===== src/rtl/mac_accum_pkg.sv =====
// Shared types and helpers for the bit-plane MAC accumulation scheduler.
package mac_accum_pkg;

  typedef enum logic [1:0] {
    IDLE,
    RUN,
    DRAIN,
    DONE
  } sched_state_t;

  localparam int SEL_W = 3;

  function automatic int clamp_planes(
    input int planes,
    input int max_planes
  );
    return (planes > max_planes) ? max_planes : planes;
  endfunction

endpackage


===== src/rtl/mac_plane_shift_add.sv =====
// MSB-first shift-add of per-plane reduction results into one signed sum.
module mac_plane_shift_add
  import mac_accum_pkg::*;
#(
  parameter int RES_W     = 27,
  parameter int OUT_WIDTH = 35
) (
  input  logic                        i_clk,
  input  logic                        i_rst_n,
  input  logic                        i_clr,
  input  logic                        i_en,
  input  logic                        i_msb_neg,
  input  logic signed [RES_W-1:0]     i_term,
  output logic signed [OUT_WIDTH-1:0] o_acc_next
);

  logic signed [OUT_WIDTH-1:0] r_acc;
  logic                        r_first;
  logic signed [OUT_WIDTH-1:0] w_ext;
  logic signed [OUT_WIDTH-1:0] w_term;

  assign w_ext = {{(OUT_WIDTH-RES_W){i_term[RES_W-1]}}, i_term};

  // Only the first plane of a job carries the two's-complement sign weight.
  assign w_term = (r_first && i_msb_neg) ? -w_ext : w_ext;

  assign o_acc_next = (r_acc <<< 1) + w_term;

  always_ff @(posedge i_clk or negedge i_rst_n) begin
    if (!i_rst_n) begin
      r_acc   <= '0;
      r_first <= 1'b0;
    end else if (i_clr) begin
      r_acc   <= '0;
      r_first <= 1'b1;
    end else if (i_en) begin
      r_acc   <= o_acc_next;
      r_first <= 1'b0;
    end
  end

endmodule


===== src/rtl/mac_accum_plane_scheduler.sv =====
// Streams bit-plane vectors into the accumulator datapath and
// shift-adds the plane results into one signed job result.
module mac_accum_plane_scheduler
  import mac_accum_pkg::*;
#(
  parameter  int DATA_WIDTH = 25,
  parameter  int VEC_LENGTH = 4,
  parameter  int MAX_PLANES = 8,
  localparam int PLANE_W    = $clog2(MAX_PLANES+1),
  localparam int RES_W      = DATA_WIDTH + 2,
  localparam int OUT_WIDTH  = RES_W + MAX_PLANES
) (
  input  logic                                          clk,
  input  logic                                          reset_n,
  input  logic                                          cfg_valid,
  output logic                                          cfg_ready,
  input  logic [SEL_W-1:0]                              cfg_sel,
  input  logic [PLANE_W-1:0]                            cfg_planes,
  input  logic                                          cfg_msb_neg,
  input  logic                                          in_valid,
  output logic                                          in_ready,
  input  logic signed [VEC_LENGTH-1:0][DATA_WIDTH-1:0]  in_vec,
  output logic                                          acc_en,
  output logic [SEL_W-1:0]                              acc_sel,
  output logic signed [VEC_LENGTH-1:0][DATA_WIDTH-1:0]  acc_vec,
  input  logic signed [RES_W-1:0]                       acc_result,
  output logic                                          out_valid,
  input  logic                                          out_ready,
  output logic signed [OUT_WIDTH-1:0]                   out_data,
  output logic                                          busy
);

  sched_state_t r_state;
  sched_state_t w_state_nxt;

  logic [SEL_W-1:0]   r_sel;
  logic               r_msb_neg;
  logic [PLANE_W-1:0] r_planes;
  logic [PLANE_W-1:0] r_issued;
  logic [PLANE_W-1:0] w_planes_eff;
  logic               r_acc_en;
  logic               w_cfg_acc;
  logic               w_in_acc;

  logic signed [VEC_LENGTH-1:0][DATA_WIDTH-1:0] r_acc_vec;
  logic signed [OUT_WIDTH-1:0] r_out_data;
  logic signed [OUT_WIDTH-1:0] w_acc_next;

  assign w_planes_eff =
    PLANE_W'(clamp_planes(int'(cfg_planes), MAX_PLANES));

  always_comb begin
    w_state_nxt = r_state;
    cfg_ready   = 1'b0;
    in_ready    = 1'b0;
    out_valid   = 1'b0;
    unique case (r_state)
      IDLE: begin
        cfg_ready = 1'b1;
        if (cfg_valid)
          w_state_nxt = (w_planes_eff == '0) ? DONE : RUN;
      end
      RUN: begin
        in_ready = (r_issued < r_planes);
        if (in_valid && in_ready &&
            (r_issued + PLANE_W'(1) == r_planes))
          w_state_nxt = DRAIN;
      end
      DRAIN: w_state_nxt = DONE;
      DONE: begin
        out_valid = 1'b1;
        if (out_ready) begin
          cfg_ready = 1'b1;
          if (cfg_valid)
            w_state_nxt = (w_planes_eff == '0) ? DONE : RUN;
          else
            w_state_nxt = IDLE;
        end
      end
      default: w_state_nxt = IDLE;
    endcase
    w_cfg_acc = cfg_valid && cfg_ready;
    w_in_acc  = in_valid && in_ready;
  end

  always_ff @(posedge clk or negedge reset_n) begin
    if (!reset_n) begin
      r_state    <= IDLE;
      r_sel      <= '0;
      r_msb_neg  <= 1'b0;
      r_planes   <= '0;
      r_issued   <= '0;
      r_acc_en   <= 1'b0;
      r_acc_vec  <= '0;
      r_out_data <= '0;
    end else begin
      r_state  <= w_state_nxt;
      r_acc_en <= w_in_acc;
      if (w_in_acc) begin
        r_acc_vec <= in_vec;
        r_issued  <= r_issued + PLANE_W'(1);
      end
      if (w_cfg_acc) begin
        r_sel     <= cfg_sel;
        r_msb_neg <= cfg_msb_neg;
        r_planes  <= w_planes_eff;
        r_issued  <= '0;
      end
      // DRAIN is the last acc_en cycle, so the next sum is final.
      if (r_state == DRAIN)
        r_out_data <= w_acc_next;
      else if (w_cfg_acc && (w_planes_eff == '0))
        r_out_data <= '0;
    end
  end

  mac_plane_shift_add #(
    .RES_W     (RES_W),
    .OUT_WIDTH (OUT_WIDTH)
  ) u_shift_add (
    .i_clk      (clk),
    .i_rst_n    (reset_n),
    .i_clr      (w_cfg_acc),
    .i_en       (r_acc_en),
    .i_msb_neg  (r_msb_neg),
    .i_term     (acc_result),
    .o_acc_next (w_acc_next)
  );

  assign acc_en   = r_acc_en;
  assign acc_sel  = r_sel;
  assign acc_vec  = r_acc_vec;
  assign out_data = r_out_data;
  assign busy     = (r_state != IDLE);

endmodule


===== config.mk =====
export PLATFORM = sky130hd
export DESIGN_NAME = mac_accum_plane_scheduler
export DESIGN_NICKNAME = d
export VERILOG_FILES = /design/src/rtl/mac_accum_pkg.sv /design/src/rtl/mac_plane_shift_add.sv /design/src/rtl/mac_accum_plane_scheduler.sv
export SDC_FILE = /design/constraint.sdc
export NUM_CORES = 1
export LEC_CHECK = 0
export BUFFER_PORTS_ARGS = -buffer_cell sky130_fd_sc_hd__buf_2
export CORE_ASPECT_RATIO = 1.4
export CORE_MARGIN = 2
export CORE_UTILIZATION = 53
export DETAILED_ROUTE_END_ITERATION = 10
export PLACE_DENSITY = 0.83
export SETUP_SLACK_MARGIN = 0.2
export SLEW_MARGIN = 20
export SYNTH_ARGS = -nofsm -noshare
export SYNTH_HDL_FRONTEND = slang
export SYNTH_HIERARCHICAL = 1
export SYNTH_SLANG_ARGS = --single-unit
export TNS_END_PERCENT = 30

===== constraint.sdc =====
create_clock -name clk -period 4.8 [get_ports clk]
set_input_delay 1.2 -clock clk [delete_from_list [all_inputs] [get_ports clk]]
set_output_delay 1.2 -clock clk [all_outputs]
set_load 0.02 [all_outputs]

==> insert_results.sql <==
INSERT INTO impl_metrics (metric_group, metric, value, unit) VALUES
('outcome', 'result_of_the_run', 'completed', ''),
('worst_setup_path', 'worst_path_max_delay_cell', 'sky130_fd_sc_hd__or4_4', ''),
('worst_setup_path', 'critPathMaxFanout', '3', ''),
('worst_setup_path', 'critical_path.endpoint_type', 'flop', ''),
('timing', 'finalSetupViolations', '0', ''),
('place', 'place_ws', '-386.4', 'ps'),
('power_and_ir_drop', 'p_seq_frac', '0.260', ''),
('worst_setup_path', 'critPathTopFamily', 'simple AND/OR/NAND/NOR gates', ''),
('global_route', 'first_global_vias', '9178', ''),
('worst_setup_path', 'critPathLaunchType', 'primary input', ''),
('cts', 'cts-buffers-inserted', '17', ''),
('timing', 'achievable-frequency', '0.2189', 'GHz'),
('worst_setup_path', 'timing.critical_path.slowest_cell_delay', '550', 'ps'),
('cts', 'tritoncts', 'done', ''),
('cts', 'clock_sink_count', '185', ''),
('die', 'core_area', '17920', 'um2'),
('timing', 'finalClockSkew', '15.70', 'ps'),
('synth', 'postSynthNetCount', '1239', ''),
('timing', 'worst_max_slew_pin_slew', '1063', 'ps'),
('worst_setup_path', 'cp_data_required_time', '5130', 'ps'),
('place', 'globalplace.congestion', '0.9206', ''),
('timing', 'fin_crit_sh', '0.9516', ''),
('drt', 'number_of_nets_with_antenna_violations_after_detailed_routing', '0', ''),
('cts', 'buffer_cell_driving_the_clock_tree_root', 'sky130_fd_sc_hd__clkbuf_16', ''),
('synth', 'yosys-top-cells-area', 'sky130_fd_sc_hd__dfrtp_1 48%, sky130_fd_sc_hd__nand2_1 13%, sky130_fd_sc_hd__ha_1 5.9%, sky130_fd_sc_hd__a22o_1 3.6%, sky130_fd_sc_hd__xnor2_1 3.3%', ''),
('power_and_ir_drop', 'combPwrFrac', '0.607', ''),
('cells_and_area', 'area_growth', '33.44', '%'),
('worst_setup_path', 'critPathBufInv', '5', ''),
('synth', 'synth_top_area_share', '0.4773', ''),
('drt', 'vias_per_cell', '5.362', ''),
('global_route', 'grt_use_total', '0.3012', ''),
('drt', 'detailedRoute.firstIterationViolations', '617', ''),
('synth', 'post_synth_instance_area', '9699', 'um2'),
('timing', 'setup-tns-final', '0', 'ps'),
('global_route', 'grt_first_pass_wirelength', '45.75', 'mm'),
('drt', 'via_count', '9008', ''),
('global_route', 'grt-ovfl-total', '0', ''),
('worst_setup_path', 'path_cells', 'buf_6, or4_4, nor4_4, inv_2, or3_4, nor2_4, a21oi_2, xor2_2, buf_4, buf_4, ha_1, nand2_1, buf_4, a211oi_2, o41ai_4, o21ai_1, xor2_1, a22o_1', ''),
('power_and_ir_drop', 'internal_power', '5.607', 'mW'),
('power_and_ir_drop', 'share_clk_of_total_power', '0.133', ''),
('drt', 'drc', '0', ''),
('power_and_ir_drop', 'power.static_leakage', '6.984', 'nW'),
('place', 'post-dp-hpwl', '20.75', 'mm'),
('synth', 'synth_flop_cell', 'sky130_fd_sc_hd__dfrtp_1', ''),
('power_and_ir_drop', 'powerDensity', '804.3', 'nW/um2'),
('synth', 'synth_edf_count', '0', ''),
('worst_setup_path', 'timing.reg2reg.setup_slack', '670', 'ps'),
('timing', 'hold_slack', '468.1', 'ps'),
('die', 'io_pins', '283', ''),
('die', 'die_h', '164.1', 'um'),
('die', 'core.rowCount', '58', ''),
('global_route', 'grt_max_degree', '108', ''),
('synth', 'synth_async_sr_flop_share', '1.000', ''),
('worst_hold_path', 'hold_class', 'reg2reg', ''),
('synth', 'yosysWarningCount', '6', ''),
('worst_setup_path', 'criticalPathCategory', 'in2reg', ''),
('worst_setup_path', 'worstPathArrival', '4900', 'ps'),
('die', 'floorplan.initialDensity', '0.5411', ''),
('synth', 'ys_seq_elements', '185', ''),
('cells_and_area', 'finalNetCount', '1609', ''),
('die', 'design.die.area', '19410', 'um2'),
('power_and_ir_drop', 'finalPower', '10.41', 'mW'),
('power_and_ir_drop', 'sw_frac_of_total', '0.4614', ''),
('synth', 'synth_sequential_area_ratio', '0.4773', ''),
('synth', 'synth_top_cell_by_area', 'sky130_fd_sc_hd__dfrtp_1', ''),
('global_route', 'antenna_violations_before_repair', '7', ''),
('synth', 'syn_inst', '1052', ''),
('cts', 'clk_pin_slew', '80', 'ps'),
('cts', 'worst_skew_pair.late_latency', '440', 'ps'),
('place', 'placement.io_buffers', '282', ''),
('job', 'timing.max_cap.violations', '0', '');
==> metrics by stage <==
step,area (um2),instances,util
final,12940,1680,0.7220
after global routing,12940,1678,0.7218
after CTS,12750,1667,0.7111
after detailed placement,12010,1631,0.6700
after global placement,12010,1631,0.6700
after floorplan,9708,1052,-
==> repair_timing <==
action                                 CTS  global route
resized for setup                       21            29
setup endpoints to repair               14            21
endpoints found under the hold margin    0             0
buffers inserted                         5             7
pin swaps                               27            37
==> sequential cells by signal, indices dropped and copies added (netlist names) <==
register	count
acc_en	1
acc_sel	3
acc_vec	100
out_data	35
r_issued	4
r_msb_neg	1
r_planes	4
r_state	2
u_shift_add/r_acc	34
u_shift_add/r_first	1
==> area by class of cell <==
cell class | instances | share of cell area
Antenna cell | 6 | 0.001160
Timing Repair Buffer | 397 | 0.1782
Clock inverter | 14 | 0.01266
Tap cell | 240 | 0.02320
Sequential cell | 185 | 0.3577
Clock buffer | 17 | 0.03287
Inverter | 22 | 0.006477
Multi-Input combinational cell | 799 | 0.3878
==> power by group through the flow <==
stage               Combinational (mW)  Clock [mW]  Sequential (mW)
finish                            6.32        1.38             2.71
global route                      6.89        1.48             2.79
CTS                               6.10        1.42             2.70
detailed placement                5.94           0             2.71
global placement                  5.80           0             2.70
floorplan                         3.16           0             3.34
==> Yosys cell counts, types with 4 or more instances <==
master and instances:
sky130_fd_sc_hd__dfrtp_1 185, sky130_fd_sc_hd__or3_1 5, sky130_fd_sc_hd__clkbuf_1 30, sky130_fd_sc_hd__mux2i_1 25, sky130_fd_sc_hd__o21a_1 4, sky130_fd_sc_hd__a21o_1 23
sky130_fd_sc_hd__buf_4 4, sky130_fd_sc_hd__inv_1 20, sky130_fd_sc_hd__nor2b_1 6, sky130_fd_sc_hd__nand2_1 345, sky130_fd_sc_hd__buf_2 9, sky130_fd_sc_hd__nand3b_1 4
sky130_fd_sc_hd__a21oi_1 46, sky130_fd_sc_hd__ha_1 46, sky130_fd_sc_hd__o21ai_2 5, sky130_fd_sc_hd__xor2_1 28, sky130_fd_sc_hd__a22o_1 40, sky130_fd_sc_hd__o21ai_1 4
sky130_fd_sc_hd__and3_1 4, sky130_fd_sc_hd__nand3_1 9, sky130_fd_sc_hd__nor2_1 63, sky130_fd_sc_hd__and2_1 5, sky130_fd_sc_hd__o21bai_1 4, sky130_fd_sc_hd__nand4_1 8
sky130_fd_sc_hd__nor3_1 7, sky130_fd_sc_hd__o21ai_0 21, sky130_fd_sc_hd__xnor2_1 36
==> final timing paths <==
check                         startpoint                    end  depth (start not counted)
min reg2reg                  acc_vec[20]            acc_vec[20]                          2
min                          acc_vec[20]            acc_vec[20]                          2
max in group asynchronous        reset_n            acc_vec[57]                          2
max                        acc_result[3]           out_data[31]                         18
min in group asynchronous        reset_n  u_shift_add/r_acc[19]                          1
max reg2reg                    r_msb_neg           out_data[31]                         14
==> kinds of logic after synthesis <==
group                    count (synthesis)  synth area share
AO/OA/AOI/OAI                          183            0.1395
multiplexers                            25           0.02580
buffers and inverters                   68           0.02980
flip-flops                             185            0.4773
AND/OR/NAND/NOR                        480            0.2085
adder cells (fa/ha/maj)                 47           0.06140
XOR/XNOR                                64           0.05779
==> routing by layer <==
layer	wire [um]	vias up	track usage
met5	23	-	0
met4	953	4	0.1145
met3	2368	81	0.09097
met2	14120	387	0.5168
met1	11400	4253	0.3561
li1	-	4283	-
==> layout by cell type (no fill, tap or decap), drive strengths merged, types with 2 or more instances in the layout <==
master,instances
o221ai,2
o211ai,2
and2,5
nor2,64
or4,4
nand3,10
o32a,2
mux2i,25
or3,5
xor2,28
o41ai,3
nand2b,3
o21bai,4
nor4,3
a22o,40
inv,25
xnor2,36
or2,2
a211oi,6
nor2b,7
nand2,345
clkbuf,18
a2111oi,2
a21o,23
o31ai,2
a21oi,49
a31oi,3
and3,4
ha,46
dfrtp,185
buf,396
nand3b,4
o21a,4
nand4,9
clkinv,10
o21ai,30
diode,6
nor3,9
==> worst min-delay path: stages, from the launching register on <==
cell                      delay (ps)
sky130_fd_sc_hd__dfrtp_1         340
sky130_fd_sc_hd__nand2_1          50
sky130_fd_sc_hd__nand2_1          50
(Power assumes the default switching activity.)
